**config.mk**
```make
export PLATFORM = sky130hd
export DESIGN_NAME = clk_div_gen_flat
export DESIGN_NICKNAME = d
export VERILOG_FILES = /design/src/rtl/clk_div_if.sv /design/src/rtl/clk_div_gen.sv /design/src/flat_wrapper.sv
export SDC_FILE = /design/constraint.sdc
export NUM_CORES = 1
export LEC_CHECK = 0
export ABC_AREA = 1
export BUFFER_PORTS_ARGS = -buffer_cell sky130_fd_sc_hd__buf_2
export CAP_MARGIN = 20
export CORE_ASPECT_RATIO = 0.9
export CORE_MARGIN = 4
export CORE_UTILIZATION = 40
export CTS_CLUSTER_SIZE = 8
export DETAILED_ROUTE_END_ITERATION = 7
export GPL_TIMING_DRIVEN = 0
export HOLD_SLACK_MARGIN = 0.08
export SLEW_MARGIN = 25
export SYNTH_ARGS = -nofsm -noshare
export SYNTH_HDL_FRONTEND = slang
export SYNTH_SLANG_ARGS = --single-unit
```
**constraint.sdc**
```tcl
create_clock -name clk -period 1.8 [get_ports clk]
set_input_delay 0.18 -clock clk [delete_from_list [all_inputs] [get_ports clk]]
set_output_delay 0.18 -clock clk [all_outputs]
set_load 0.02 [all_outputs]
```
**src/rtl/clk_div_if.sv**
```systemverilog
// Control/status bundle between a clk_div_gen instance and its user.
// The master drives the enable and divisor-load request; the slave is the divider.
interface clk_div_if #(parameter int WIDTH = 8);
    logic             en;
    logic [WIDTH-1:0] div_in;
    logic             div_load;
    logic             clk_out;
    logic             tick;
    logic             load_ack;
    logic             load_err;
    logic [WIDTH-1:0] div_cur;

    modport master (
        output en, div_in, div_load,
        input  clk_out, tick, load_ack, load_err, div_cur
    );

    modport slave (
        input  en, div_in, div_load,
        output clk_out, tick, load_ack, load_err, div_cur
    );
endinterface

```
**src/rtl/clk_div_gen.sv**
```systemverilog
// Runtime-programmable clock divider: registered divided level plus a one-cycle tick
// in the last cycle of each period. New divisors apply only at a period boundary.
module clk_div_gen #(
    parameter int WIDTH       = 8,
    parameter int DEFAULT_DIV = 2
) (
    input  logic     clk,
    input  logic     rst,
    clk_div_if.slave bus
);
    generate
        if (DEFAULT_DIV < 2 || DEFAULT_DIV > (2 ** WIDTH) - 1) begin : g_bad_default
            $error("clk_div_gen: DEFAULT_DIV out of range");
        end
    endgenerate

    logic [WIDTH-1:0] cnt;
    logic [WIDTH-1:0] div_cur;
    logic             pend;
    logic [WIDTH-1:0] pend_val;
    logic             clk_out;
    logic             tick;
    logic             load_ack;
    logic             load_err;

    logic             wrap;
    logic [WIDTH:0]   high_len;
    logic             load_ok;

    // One extra bit so D = 2^WIDTH-1 does not overflow when rounding up.
    assign high_len = ({1'b0, div_cur} + (WIDTH+1)'(1)) >> 1;
    assign wrap     = (cnt == div_cur - WIDTH'(1));
    assign load_ok  = bus.div_load && (bus.div_in >= WIDTH'(2));

    always_ff @(posedge clk) begin
        if (rst) begin
            cnt      <= '0;
            div_cur  <= WIDTH'(DEFAULT_DIV);
            pend     <= 1'b0;
            pend_val <= '0;
            clk_out  <= 1'b0;
            tick     <= 1'b0;
            load_ack <= 1'b0;
            load_err <= 1'b0;
        end else begin
            tick     <= 1'b0;
            load_ack <= 1'b0;
            load_err <= bus.div_load && !load_ok;

            if (bus.en) begin
                clk_out <= ({1'b0, cnt} < high_len);
                if (wrap) begin
                    cnt  <= '0;
                    tick <= 1'b1;
                    if (pend) begin
                        div_cur  <= pend_val;
                        pend     <= 1'b0;
                        load_ack <= 1'b1;
                    end
                end else begin
                    cnt <= cnt + WIDTH'(1);
                end
            end else if (pend) begin
                // Idle divider: nothing to glitch, so apply right away and restart the period.
                cnt      <= '0;
                div_cur  <= pend_val;
                pend     <= 1'b0;
                load_ack <= 1'b1;
            end

            // A request arriving on the apply edge waits for the next boundary.
            if (load_ok) begin
                pend     <= 1'b1;
                pend_val <= bus.div_in;
            end
        end
    end

    assign bus.clk_out  = clk_out;
    assign bus.tick     = tick;
    assign bus.load_ack = load_ack;
    assign bus.load_err = load_err;
    assign bus.div_cur  = div_cur;
endmodule
```
**src/flat_wrapper.sv**
```systemverilog
// flat-port wrapper written by rule: the top's interface ports become plain ports
module clk_div_gen_flat 
#(
    parameter int WIDTH       = 8,
    parameter int DEFAULT_DIV = 2
)
  (clk, rst, bus_en, bus_div_in, bus_div_load, bus_clk_out, bus_tick, bus_load_ack, bus_load_err, bus_div_cur);
  clk_div_if #(.WIDTH(WIDTH)) bus_i ();
  input  logic clk;
  input  logic rst;
  input wire logic [$bits(bus_i.en)-1:0] bus_en;
  input wire logic [$bits(bus_i.div_in)-1:0] bus_div_in;
  input wire logic [$bits(bus_i.div_load)-1:0] bus_div_load;
  output wire logic [$bits(bus_i.clk_out)-1:0] bus_clk_out;
  output wire logic [$bits(bus_i.tick)-1:0] bus_tick;
  output wire logic [$bits(bus_i.load_ack)-1:0] bus_load_ack;
  output wire logic [$bits(bus_i.load_err)-1:0] bus_load_err;
  output wire logic [$bits(bus_i.div_cur)-1:0] bus_div_cur;
  assign bus_i.en = bus_en;
  assign bus_i.div_in = bus_div_in;
  assign bus_i.div_load = bus_div_load;
  assign bus_clk_out = bus_i.clk_out;
  assign bus_tick = bus_i.tick;
  assign bus_load_ack = bus_i.load_ack;
  assign bus_load_err = bus_i.load_err;
  assign bus_div_cur = bus_i.div_cur;
  clk_div_gen #(.WIDTH(WIDTH), .DEFAULT_DIV(DEFAULT_DIV)) u_core (.clk(clk), .rst(rst), .bus(bus_i));
endmodule
```
; ---- Yosys cells after proc, flatten, opt, wreduce, memory -nomap -nowiden
; Index checks and enable logic that the tools add are counted.
[totals]
out_inout_bits = 12
inputBits = 12
word_cells = 35
reg_bits = 29
[classes]
reduce_logical = 5
muxes = 13
bitwise_logic = 1
order_cmp = 2
add_sub_neg = 3
n_eq_ne = 3
[ops]
columns = op, n
row1 = $mux W8, 6
row2 = $add A8 B1 Y9 const B, 1
row3 = $add A8 B1 Y8 const B, 1
row4 = $eq A8 B8 Y1, 1
row5 = $ge A8 B2 Y1 const B, 1
row6 = $lt A8 B8 Y1, 1
row7 = $sub A8 B1 Y8 const B, 1
row8 = $mux W1, 7
row9 = $ne A3 B1 Y1 const B, 1
row10 = $logic_and A1 B1 Y1, 2
row11 = $ne A2 B1 Y1 const B, 1
row12 = $reduce_bool A2 Y1, 1
row13 = $reduce_or A2 Y1, 1
row14 = $logic_not A1 Y1, 1
row15 = $not A1 Y1, 1

; ---- Logic depth before layout (Yosys ltp)
[logic_depth]
ltp_word = 5
depth_mapped = 14
depth_no_buf = 14

; ---- Worst setup path after synthesis
; No wires, ideal clock.
[synth_path]
kind = register to register
start = register u_core.div_cur[0] (netlist: u_core.bus.div_cur[0])
end = register u_core.clk_out (netlist: u_core.bus.clk_out)
n_path_buf = 0
period_less_slack_ns = 2.025
setup_ns = 0.132
required_time_ns = 1.668
arrival_ns = 1.893
stages_incl_launch_ff = 11
slack_ns = -0.225
path_cell_list = dfxtp_1 > inv_2 > nor3_1 > nand3_1 > nor3_1 > xnor2_1 > ha_1 > nand2_1 > o21a_1 > nand3_1 > a21oi_1
[synth_between]
elab_chain_cells = 2
[synth_rtl]
columns = item, line_no
row1 = from (decl), clk_div_gen.sv:18  ; logic [WIDTH-1:0] div_cur;
row2 = from (signal assigned), clk_div_gen.sv:38  ; div_cur <= WIDTH'(DEFAULT_DIV);
row3 = from (signal assigned), clk_div_gen.sv:56  ; div_cur <= pend_val;
row4 = from (signal assigned), clk_div_gen.sv:66  ; div_cur <= pend_val;
row5 = $add A8 B1 Y9, clk_div_gen.sv:31  ; assign high_len = ({1'b0, div_cur} + (WIDTH+1)'(1)) >> 1;
row6 = $lt A8 B8 Y1, clk_div_gen.sv:51  ; clk_out <= ({1'b0, cnt} < high_len);
row7 = to (signal assigned), clk_div_gen.sv:51
row8 = to (decl), clk_div_gen.sv:21  ; logic clk_out;
; No other way between the ends.
; A chain may end at the register's enable or synchronous reset.

; ---- Final worst setup path
[layout_path]
start = register u_core.div_cur[1] (netlist: u_core.bus.div_cur[1])
end = register u_core.cnt[4]
[layout_between]
elab_chain_cells = 4
[layout_rtl]
columns = item, line_no
row1 = $sub A8 B1 Y8, clk_div_gen.sv:32  ; assign wrap = (cnt == div_cur - WIDTH'(1));
row2 = $eq A8 B8 Y1, clk_div_gen.sv:32
row3 = $mux W8, clk_div_gen.sv:52  ; if (wrap) begin
row4 = $mux W8, clk_div_gen.sv:50  ; if (bus.en) begin
row5 = to (signal assigned), clk_div_gen.sv:61  ; cnt <= cnt + WIDTH'(1);
row6 = to (decl), clk_div_gen.sv:17  ; logic [WIDTH-1:0] cnt;
; No other way between the ends.

==> run summary <==
In the final routing, the length of wire on met1 measures 1.92 mm. For the worst setup path, the data arrival time is 1990 ps. Power spread over the standard cell area amounts to 738 mW/mm^2. The total die area was 0.00558 mm^2; the height of the die was 71.3 um.

Buffers inserted during clock tree synthesis total 5. The routed design uses 152 um of met3 wire. The clock latency on the worst-skew pair was 280 ps. The clock passes through at most 2 buffers. The maximum number of pins on one net before global-route repair is 12. The worst setup path is launched from a register. The count of buffers added on input and output ports is 22. The tools report the end of the worst register-to-register path as u_core.cnt[4]. The netlist uses 30 different library cells. Setup repair after global routing could not meet its margin everywhere. The largest single stage delay on the critical path is 390 ps.

The number of cells on the worst reg-to-reg path is 13. For this run, the leading register cell type out of synthesis is sky130_fd_sc_hd__dfxtp_1. The required time at the worst-slack endpoint is 1940 ps, and the deepest level of the CTS H-tree is 2. The logs give 0 for the number of antenna violations at the first check in global routing and 4.11 mm for the wire length after detailed routing. The critical path goes through inv_4 > ha_4 > inv_2 > nand2_2 > nand2_2 > nand2_2 > nor2_4 > nand3_2 > nor2_4 > nand3_4 > buf_4 > nand4_1 > a21oi_1. Clock-pin slew was measured on the worst setup and hold paths at 60 ps. By area the synthesized netlist is led by sky130_fd_sc_hd__dfxtp_1, sky130_fd_sc_hd__nand2_1, sky130_fd_sc_hd__a21oi_1. Across all register-to-register paths, the minimum setup slack is -50 ps. The checks that failed: negative setup slack. Final cell count without fillers: 353. The smallest clock period supported by the final layout is computed as 1850 ps.

For the I/O pin count, the log shows 24. For the pin with the worst max-slew slack, the measured transition is 488 ps. The share of the yosys chip area belonging to registers is 0.326, and the gate count of the mapped netlist is 257. After synthesis the netlist holds a flip-flop and latch count of 29.

The final hold violation count is 0. The fraction of final layout cells with drive strength greater than 1 is 0.239. For the wire length on met2, the log shows 1.97 mm. Launch point of the worst path: u_core.bus.div_cur[1].

Share of Yosys cell area claimed by the top area cell type: 0.326. The proportion of synthesized flip-flops having asynchronous set or reset came out at 0. The tools report the via count of the first global-routing pass as 1539. For this run, the top clock speed supported by timing is 540 MHz. The tree built by TritonCTS fans out to 29 sinks. The tools report the end of the critical path as u_core.cnt[4]. The tools report the CTS root buffer as sky130_fd_sc_hd__clkbuf_8. The leakage power total is 0.971 nW, and the routed length per instance is 11.6 um.

The run gives 1.66 mW as the overall power consumption. The via density per instance works out to 4.81. Most common cell type on the critical path: sky130_fd_sc_hd__nand2_2. The average instance in the mapped netlist occupies 6.92 um^2.

The layout has 449 filler cells. The headroom to the max-slew limit came out at 0.674. Before antenna repair, the detailed router went through 4 iterations. The peak fanout along the critical path was 7. The ratio of final minimum period to clock period is 1.03. The run gives -50.3 ps as the worst setup margin. The biggest area contributor in the post-synthesis netlist is sky130_fd_sc_hd__dfxtp_1. Detailed placement ended at an HPWL of 3.11 mm.

For the total routing usage reported by global routing, the log shows 0.156. Number of enable-type register cells in the synthesized netlist: 0. The slowest stage of the critical path is the sky130_fd_sc_hd__dfxtp_4 cell. Die span in x: 78.3 um. STA classifies the critical path endpoint as a register.

The total area inside the core boundary comes to 0.00418 mm^2. sky130_fd_sc_hd__nand2_1 is the most common cell in the netlist. The initialized floorplan defines 22 standard-cell rows. Setup violations remaining at the end of the flow were counted as 12. Effective utilization at floorplan: 0.425. The run gives 0 as the total global routing overflow. For the routability congestion estimate from global placement, the log shows 0.787. The max-slew violation total from the final report was 0.

The critical path's top delay family was simple AND/OR/NAND/NOR gates. Number of DRC markers after the initial detailed-route iteration: 54. The run finished, with violations left.

Yosys printed 0 warnings. TritonCTS built the clock tree. The critical path is of the register to register type. Type of the worst min-delay path: input port to register. The tools report the antenna diode count as 0.

From synthesis to final layout, the design area changed by 26.2%. The final layout contains 314 nets. The run gives 0.00178 mm^2 as the cell area after technology mapping. The top metal layer carrying routed signals was met4. For this run, design rule violations remaining after detail routing come to 0. The tools report the startpoint of the lowest-slack register-to-register path as u_core.bus.div_cur[1].

The number of nets handed over by synthesis was 279. Across the routed clock network, the largest skew measured is 6.61 ps. Ranked by instance count, the synthesized netlist is headed by sky130_fd_sc_hd__nand2_1, sky130_fd_sc_hd__dfxtp_1, sky130_fd_sc_hd__a21oi_1, sky130_fd_sc_hd__nand3_1. The critical path contains buffers and inverters numbering 3 combined.

The logs give 6.90 mm for the global-route wire length before repair and 1699 for the total vias in the final route. In this run the remaining antenna-violating nets after routing total 0. The worst-case IR drop observed on VDD is 0.000613 V. For the number of max-cap violations, the log shows 0.

The critical path runs through a total of 13 cells. After detailed placement, the design holds a cell count of 339.
==> report_power, final <==
group / internal (mW) / switching, mW
clock: 0.311 / 0.227
combinational: 0.163 / 0.242
sequential: 0.678 / 0.0349
==> per-stage QoR <==
stage,hold slack [ps],utilization,setup TNS [ps],setup slack [ps],cell area (um^2)
after floorplan,257,-,0,0.540,1800
after global placement,373,0.474,-2220,-234,1980
after detailed placement,379,0.474,-2230,-246,1980
after CTS,82.2,0.517,-814,-90.6,2160
after global routing,86.9,0.536,-2480,-170,2240
final,89.2,0.536,-345,-50.3,2240
==> placed cells by master (no fill, tap or decap), types with 2 or more instances in the layout <==
master / synthesis / layout
sky130_fd_sc_hd__inv_1: 24 / 22
sky130_fd_sc_hd__clkbuf_8: 0 / 6
sky130_fd_sc_hd__nand3_2: 1 / 3
sky130_fd_sc_hd__o21ai_0: 11 / 11
sky130_fd_sc_hd__nor2_4: 0 / 3
sky130_fd_sc_hd__nor2_1: 24 / 22
sky130_fd_sc_hd__ha_1: 10 / 8
sky130_fd_sc_hd__nand3_4: 1 / 2
sky130_fd_sc_hd__nand3_1: 28 / 25
sky130_fd_sc_hd__dfxtp_4: 0 / 3
sky130_fd_sc_hd__inv_2: 3 / 3
sky130_fd_sc_hd__xor2_1: 8 / 8
sky130_fd_sc_hd__nand2_1: 53 / 50
sky130_fd_sc_hd__a21oi_1: 28 / 27
sky130_fd_sc_hd__buf_2: 3 / 25
sky130_fd_sc_hd__clkbuf_1: 5 / 7
sky130_fd_sc_hd__buf_4: 0 / 4
sky130_fd_sc_hd__buf_6: 2 / 2
sky130_fd_sc_hd__xnor2_1: 5 / 5
sky130_fd_sc_hd__nand2_2: 0 / 3
sky130_fd_sc_hd__nand4_1: 5 / 5
sky130_fd_sc_hd__ha_4: 0 / 2
sky130_fd_sc_hd__dfxtp_1: 29 / 25
sky130_fd_sc_hd__nor2_2: 3 / 2
==> flip-flops by register name, indices dropped and copies added, names as in the netlist <==
signal,cells
u_core.bus.tick,1
u_core.cnt,8
u_core.bus.load_err,1
u_core.pend_val,8
u_core.pend,1
u_core.bus.clk_out,1
u_core.bus.div_cur,8
u_core.bus.load_ack,1
==> how the worst min path moves through the flow <==
stage                     start              end  depth (start not counted)
final                       rst  u_core.bus.tick                          2
after global routing        rst  u_core.bus.tick                          2
after CTS                   rst  u_core.bus.tick                          2
after detailed placement    rst  u_core.bus.tick                          2
after global placement      rst  u_core.bus.tick                          2
after floorplan             rst  u_core.bus.tick                          1
==> kinds of logic (layout without fill, tap and decap cells) <==
group           Yosys count  after routing  synth area share
compound gates           43             43             0.125
xor+xnor                 13             13            0.0640
fa+ha+maj                10             10            0.0703
buf+inv                  40             75             0.102
flops                    29             29             0.326
simple gates            122            123             0.312
==> layout make-up <==
cell class / instances / area, um^2 / area share
Inverter: 29 / 118 / 0.0524
Clock buffer: 8 / 90.1 / 0.0401
Tap cell: 60 / 75.1 / 0.0334
Buffer: 11 / 71.3 / 0.0318
Multi-Input combinational cell: 189 / 1130 / 0.504
Timing Repair Buffer: 27 / 165 / 0.0736
Sequential cell: 29 / 593 / 0.264
==> timing repair <==
| action | in CTS | in global routing |
|---|---|---|
| cloned | 1 | 1 |
| resized for setup | 12 | 13 |
| setup endpoints to repair | 14 | 20 |
| pin swaps | 7 | 11 |
| hold buffers | 0 | 0 |
| buffers inserted | 3 | 1 |
==> layer usage <==
metal  vias to the layer above  GRT usage
met2                        29      0.266
met1                       752      0.194
li1                        910          -
met5                         -          0
met4                         0     0.0524
met3                         8     0.0377
(Power assumes the default switching activity.)
